## src/rtl/pc_sequencer.sv

```systemverilog
`default_nettype none
// ============================================================================
// Module : pc_sequencer
// Brief  : Program-counter sequencer for the 8-bit core. Drives the
//          instruction-ROM address, chooses sequential or taken flow from the
//          ALU branch flag and the branch LUT target, and owns the start/done
//          handshake with the test harness.
// Rev    : 1.0  initial release
// ----------------------------------------------------------------------------
// Ports
//   clk          in   1     system clock, rising edge
//   rst_n        in   1     asynchronous active-low reset
//   start        in   1     begin/restart execution (level, sampled per cycle)
//   stall        in   1     freeze PC and state this cycle (RUN only)
//   halt_instr   in   1     current instruction is HALT
//   branch_en    in   1     current instruction is a conditional branch
//   branch_flag  in   1     ALU branch flag for the current instruction
//   lut_target   in   PC_W  branch target for the current instruction
//   pc           out  PC_W  instruction-ROM address (registered)
//   running      out  1     high while in RUN
//   done         out  1     high while in DONE
//   fault        out  1     DONE was reached by overrun or an illegal target
//   retired      out  16    (PC_RETIRE_CNT_EN only) unstalled RUN cycle count
// Configuration
//   PC_RETIRE_CNT_EN : when defined, adds the saturating retired counter.
// ============================================================================
module pc_sequencer #(
  parameter int PC_W       = 12,
  parameter int PROG_DEPTH = 4096,
  parameter int START_ADDR = 0
) (
  input  logic            clk,
  input  logic            rst_n,
  input  logic            start,
  input  logic            stall,
  input  logic            halt_instr,
  input  logic            branch_en,
  input  logic            branch_flag,
  input  logic [PC_W-1:0] lut_target,
  output logic [PC_W-1:0] pc,
  output logic            running,
  output logic            done,
  output logic            fault
`ifdef PC_RETIRE_CNT_EN
  ,
  output logic [15:0]     retired
`endif
);

  typedef enum logic [1:0] {
    S_IDLE = 2'd0,
    S_RUN  = 2'd1,
    S_DONE = 2'd2
  } state_t;

  localparam logic [PC_W-1:0] START_PC = PC_W'(START_ADDR);
  localparam logic [PC_W-1:0] LAST_PC  = PC_W'(PROG_DEPTH - 1);
  // One extra bit so a full 2**PC_W depth is still representable.
  localparam logic [PC_W:0]   TARGET_LIMIT = (PC_W+1)'(PROG_DEPTH);

  state_t          state_q, state_d;
  logic [PC_W-1:0] pc_q, pc_d;
  logic            fault_q, fault_d;

  logic            w_target_ok;
  logic            w_at_last;
  logic            w_taken;

  assign w_target_ok = ({1'b0, lut_target} < TARGET_LIMIT);
  assign w_at_last   = (pc_q == LAST_PC);
  assign w_taken     = branch_en & branch_flag;

  always_comb begin
    state_d = state_q;
    pc_d    = pc_q;
    fault_d = fault_q;
    case (state_q)
      S_IDLE: begin
        if (start) begin
          state_d = S_RUN;
          pc_d    = START_PC;
          fault_d = 1'b0;
        end
      end
      S_RUN: begin
        // Priority: stall > halt > taken branch > increment.
        if (!stall) begin
          if (halt_instr) begin
            state_d = S_DONE;
            fault_d = 1'b0;
          end else if (w_taken) begin
            if (w_target_ok) begin
              pc_d = lut_target;
            end else begin
              state_d = S_DONE;
              fault_d = 1'b1;
            end
          end else if (w_at_last) begin
            // Overrun is detected before incrementing so pc never wraps.
            state_d = S_DONE;
            fault_d = 1'b1;
          end else begin
            pc_d = pc_q + PC_W'(1);
          end
        end
      end
      S_DONE: begin
        if (start) begin
          state_d = S_RUN;
          pc_d    = START_PC;
          fault_d = 1'b0;
        end
      end
      default: begin
        state_d = S_IDLE;
        pc_d    = START_PC;
        fault_d = 1'b0;
      end
    endcase
  end

  always_ff @(posedge clk or negedge rst_n) begin
    if (!rst_n) begin
      state_q <= S_IDLE;
      pc_q    <= START_PC;
      fault_q <= 1'b0;
    end else begin
      state_q <= state_d;
      pc_q    <= pc_d;
      fault_q <= fault_d;
    end
  end

  assign pc      = pc_q;
  assign running = (state_q == S_RUN);
  assign done    = (state_q == S_DONE);
  assign fault   = fault_q;

`ifdef PC_RETIRE_CNT_EN
  logic [15:0] retired_q, retired_d;
  logic        w_accept_start;

  // A start is only accepted outside RUN; it restarts the count.
  assign w_accept_start = start & (state_q != S_RUN);

  always_comb begin
    retired_d = retired_q;
    if (w_accept_start) begin
      retired_d = 16'h0000;
    end else if ((state_q == S_RUN) && !stall && (retired_q != 16'hFFFF)) begin
      retired_d = retired_q + 16'd1;
    end
  end

  always_ff @(posedge clk or negedge rst_n) begin
    if (!rst_n) begin
      retired_q <= 16'h0000;
    end else begin
      retired_q <= retired_d;
    end
  end

  assign retired = retired_q;
`endif

endmodule

`default_nettype wire
```

## config.mk

```make
export PLATFORM = sky130hd
export DESIGN_NAME = pc_sequencer
export DESIGN_NICKNAME = d
export VERILOG_FILES = /design/src/rtl/pc_sequencer.sv
export SDC_FILE = /design/constraint.sdc
export NUM_CORES = 1
export LEC_CHECK = 0
export CAP_MARGIN = 20
export CORE_MARGIN = 5
export CORE_UTILIZATION = 45
export DETAILED_ROUTE_END_ITERATION = 7
export PLACE_DENSITY = 0.79
export SYNTH_ARGS = -nofsm -noshare
export SYNTH_HDL_FRONTEND = slang
export SYNTH_SLANG_ARGS = --single-unit
```

## constraint.sdc

```tcl
create_clock -name clk -period 2.2 [get_ports clk]
set_input_delay 0.44 -clock clk [delete_from_list [all_inputs] [get_ports clk]]
set_output_delay 0.44 -clock clk [all_outputs]
set_load 0.02 [all_outputs]
```

==> impl_metrics.yaml, run 1 <==
die:
  initial_core_util_pct: 46.4
  die_height_um: 57.3
  core_um2: 2170
  die-width_um: 57.3
  rows: 17
  die-area_um2: 3280
  io_pins: 34
cts:
  htree_levels: 1
  hold_buffers: 0
  clk_pin_slew_ps: 90
  cts_resized: 0
  cts.sinks: 15
  tritoncts: "built"
  cts_buffers: 3
  post_cts_buffers: 0
  clk_latency_ps: 280
  root_buffer: "clkbuf_4"
  clockBufferDepth: 2
place:
  io_buffers: 33
  place_congestion: 0.908
  dp_slack_ps: 48.3
  hpwl_um: 2260
worst_setup_path:
  critical_path.cell_chain: "nand2b_1 > inv_2 > clkdlybuf4s50_1"
  cp_data_arrival_time_ps: 1640
  required_ps: 1760
  critPathCaptureType: "output pin"
  cp_max_fo: 6
  r2r_start: "pc[0]"
  crit_slowest_cell: "clkdlybuf4s50_1"
  reg2reg_depth: 5
  worstSetupPathType: "reg2out"
  critPathMaxStageDelay_ps: 610
  cp-startpoint: "state_q[0]"
  ff2ff_setup_slack_ps: 280
  reg2reg_to: "pc[8]"
  worstSetupStartpointType: "register"
run_status:
  status: "finished, final reports clean"
timing:
  setup_viol: 0
  slew_viol_final: 0
  setup-tns-final_ps: 0
  worst_slew_pin_slew_ps: 682
  finClkSkew_ps: 2.89
  max-slew-margin-rel_pct: 54.4
  rsz0062_at_grt: "false"
  fin_ws_ps: 124
  timing.fmax_mhz: 482
  hold_viol: 0
  finalCritPeriodShare_pct: 94.4
  min_period_ps: 2080
  holdWs_ps: 548
detailed_routing:
  wl_per_cell_um: 16.7
  viasPerCell: 6.16
  drt-total-wl_um: 2980
  remaining_drc_errors: 0
  dr.pass1.iters: 4
  drtIter0Drc: 29
  ant_nets: 0
  vias: 1096
logic_synthesis:
  ys_async_sr_fraction_pct: 100
  ys_types: 43
  ys_ff_latch: 15
  ys_top_cells_by_area: "dfrtp_1, a221o_1, nand2_1, a21oi_1, a22o_1"
  synth_top_area_share_pct: 37.3
  syn_area_um2: 1010
  yosysWarnings: 0
  ys.flop_type: "dfrtp_1"
  avgSynthCellArea_um2: 9.16
  synth_fp_nets: 130
  seq_area_frac_synth_pct: 37.3
  yosysTopAreaCell: "dfrtp_1"
  synth_edf_count: 0
  syn_inst: 110
cells_and_area:
  n_antenna_cell: 0
  nets: 171
  drive_gt1_share_pct: 10.7
  final_util_pct: 66.0
  mostFrequentLayoutCell: "clkdlybuf4s50_1"
  mostFrequentLayoutCells: "clkdlybuf4s50_1, dfrtp_1, nand2_1"
  area_growth_pct: 42.1
global_routing:
  grt_pass1_wl_um: 4680
  grt_max_degree: 16
  groute.usage.overall_pct: 17.9
  grt.overflow.total: 0
  grt_pass1_vias: 1016
  grt_antenna_before_repair: 0
hold_path:
  hold_depth: 2
  hold_class: "reg2reg"
  hold_end: "fault"
  hp-start: "fault"
run:
  cap_violations: 0
power:
  peakVddDrop_mv: 0.667
  power.density_nw_per_um2: 790
  leakagePower_nw: 0.582
==> metrics by stage <==
| stage | cell area [µm²] | cells | total power [W] |
|---|---|---|---|
| after floorplan | 1010 | 110 | 0.000728 |
| after global placement | 1410 | 174 | 0.000952 |
| after detailed placement | 1410 | 174 | 0.000968 |
| after CTS | 1430 | 178 | 0.00113 |
| after global routing | 1430 | 178 | 0.00121 |
| final | 1430 | 178 | 0.00113 |
==> layout make-up <==
cell class,count,area (µm²)
multi-input cells,86,597
flip-flops and latches,15,375
fillers,201,738
inverters,6,22.5
clock buffers,4,26.3
well taps,28,35.0
repair buffers,39,375
==> layer usage <==
metal	up-vias	global-route usage [%]	routed length (µm)
li1	519	-	-
met1	518	21.5	1270
met2	50	30.3	1440
met3	9	4.52	204
met4	0	7.62	53
met5	-	0	0
==> worst max path at each step <==
stage	cells past startpoint	slack, ps	endpoint
after global routing	3	20	running
after floorplan	5	360	pc[8]
after global placement	5	130	pc[8]
after CTS	3	110	running
final	3	120	running
after detailed placement	6	50	pc[10]
==> synthesized netlist by cell type, types with 2 or more instances <==
library cell  number
a221o_1            6
nand2b_1           3
nor2_1             6
o21ai_0            2
and3_1             4
nand4_1            4
a221oi_1           3
o22ai_1            5
inv_1              4
a22o_1             4
nand2_1           11
dfrtp_1           15
nor3_1             3
a21oi_1            7
o31ai_1            4
nor3_2             2
==> worst max-delay path, delay by kind of cell (launching register included) <==
kind | cells | cell delay [ps]
buffers and inverters | 2 | 720
flip-flops | 1 | 450
AND/OR/NAND/NOR | 1 | 180
==> flip-flops by register name, summed over array words and instances, names as in the netlist <==
register and flops:
fault 1, state_q 2, pc 12
==> cell families after synthesis <==
kind of cell,after synthesis,synth area share (%)
multiplexers,1,0.994
AND/OR/NAND/NOR,44,27.1
AO/OA/AOI/OAI,39,29.1
adder cells (fa/ha/maj),1,1.24
buffers and inverters,9,3.48
flip-flops,15,37.3
XOR/XNOR,1,0.870
==> report_power, final <==
part,switching [W],leakage [nW],total (W),internal [W]
sequential,0.0000800,0.205,0.000406,0.000326
combinational,0.000300,0.362,0.000564,0.000264
clock,0.0000899,0.0150,0.000160,0.0000704
Note: power is estimated with default switching activity, not from simulation.
==> run 2: changes to the inputs <==
--- a/config.mk
+++ b/config.mk
@@ -9,7 +9,7 @@
 export CORE_MARGIN = 5
 export CORE_UTILIZATION = 45
 export DETAILED_ROUTE_END_ITERATION = 7
-export PLACE_DENSITY = 0.79
+export PLACE_DENSITY_LB_ADDON = 0.15
 export SYNTH_ARGS = -nofsm -noshare
 export SYNTH_HDL_FRONTEND = slang
 export SYNTH_SLANG_ARGS = --single-unit
==> run 2 against run 1 <==
  * Via count decreased by 1.9%
  * Critical endpoint unchanged
  * Critical path depth unchanged
  * Power fell by 0.25%
  * Non-clock buffer count unchanged
  * Clock power about the same
  * Utilization is 0.058 points higher
  * Sequential share of layout area rose by 0.064 points
  * Clock skew grew 1.7 ps
  * Worst setup slack got worse by 18 ps
==> impl_metrics.yaml, run 2 (synthesis results as in run 1) <==
cts:
  clk_pin_slew_ps: 80
  cts.sinks: 15
  clockBufferDepth: 2
  root_buffer: "clkbuf_4"
  htree_levels: 1
  post_cts_buffers: 0
  tritoncts: "built"
  clk_latency_ps: 290
  cts_buffers: 3
worst_setup_path:
  critPathCaptureType: "output pin"
  crit_slowest_cell: "clkdlybuf4s50_1"
  critical_path.cell_chain: "nand2b_1 > inv_2 > clkdlybuf4s50_1"
  cp_data_arrival_time_ps: 1650
  worstSetupPathType: "reg2out"
  r2r_start: "pc[0]"
  crit_family: "buffers and inverters"
  worstSetupStartpointType: "register"
  ff2ff_setup_slack_ps: 300
  reg2reg_to: "pc[11]"
  path_buf_inv: 2
  reg2reg_depth: 5
  cp_max_fo: 5
  required_ps: 1760
  critPathMaxStageDelay_ps: 610
timing:
  setup-tns-final_ps: 0
  rsz0062_at_grt: "false"
  slew_viol_final: 0
  timing.fmax_mhz: 477
  finalCritPeriodShare_pct: 95.2
  setup_viol: 0
  worst_slew_pin_slew_ps: 664
  fin_ws_ps: 106
  max-slew-margin-rel_pct: 55.6
  hold_viol: 0
  min_period_ps: 2090
  finClkSkew_ps: 4.57
die:
  initial_core_util_pct: 46.4
  io_pins: 34
  core_um2: 2170
  rows: 17
  die_height_um: 57.3
  die-area_um2: 3280
  die-width_um: 57.3
detailed_routing:
  vias: 1075
  viasPerCell: 6.04
  dr.pass1.iters: 4
  ant_nets: 0
  drt-total-wl_um: 2780
  remaining_drc_errors: 0
  wl_per_cell_um: 15.6
  drtIter0Drc: 54
global_routing:
  grt_antenna_before_repair: 0
  grt_pass1_vias: 1084
  grt_pass1_wl_um: 4770
  grt_max_degree: 16
  groute.usage.overall_pct: 18.3
  grt.overflow.total: 0
power:
  leakagePower_nw: 0.581
  power.density_nw_per_um2: 788
  peakVddDrop_mv: 0.692
place:
  place_congestion: 0.842
  dp_cells: 174
  dp_slack_ps: 124
  hpwl_um: 2200
  io_buffers: 33
cells_and_area:
  area_growth_pct: 42.2
  drive_gt1_share_pct: 11.3
  mostFrequentLayoutCell: "clkdlybuf4s50_1"
  n_antenna_cell: 0
  nets: 171
  final_util_pct: 66.0
  mostFrequentLayoutCells: "clkdlybuf4s50_1, dfrtp_1, nand2_1"
  final_cells: 178
  largest_reg_flops: 12
hold_path:
  hold_depth: 1
  hold_end: "state_q[0]"
  hold_class: "reg2reg"
  hp-start: "state_q[0]"
run:
  cap_violations: 0
run_status:
  status: "finished, final reports clean"
[run 2: timing repair]
action / in CTS / in global routing
resized for setup: 0 / 1
hold buffers: 0 / 0
setup endpoints to repair: 0 / 1
[run 2: area by class of cell]
cell class	instances	area, µm²
clock buffer	4	26.3
multi-input combinational	86	597
inverter	6	22.5
fill	202	737
tap	28	35.0
sequential	15	377
timing repair buffer	39	375
[run 2: worst max path at each step]
stage | start | end | slack, ps | cells after the start
5_1_grt | state_q[1] | running | 10 | 3
2_1_floorplan | pc[0] | pc[8] | 360 | 5
3_3_place_gp | branch_en | pc[9] | 170 | 6
3_5_place_dp | branch_en | pc[10] | 120 | 6
4_1_cts | state_q[1] | running | 90 | 3
6_report | state_q[1] | running | 110 | 3
[run 2: per-stage QoR]
stage                     cell area (µm²)  hold slack [ps]  total power, W
final                                1430              537         0.00113
after global placement               1410              521        0.000961
after floorplan                      1010              144        0.000728
after detailed placement             1410              528        0.000966
after CTS                            1430              555         0.00113
after global routing                 1430              570         0.00121
[run 2: metal layers]
| metal | part of all wire (%) | vias to the layer above | GRT usage (%) |
|---|---|---|---|
| met4 | 0.90 | 0 | 3.31 |
| li1 | - | 519 | - |
| met2 | 49 | 30 | 30.7 |
| met5 | 0 | - | 0 |
| met1 | 44 | 522 | 22.5 |
| met3 | 6.3 | 4 | 7.24 |
[run 2: power breakdown]
part           switching, W  internal [W]
logic              0.000302      0.000264
registers         0.0000757      0.000328
clock network     0.0000884     0.0000706
total              0.000466      0.000663
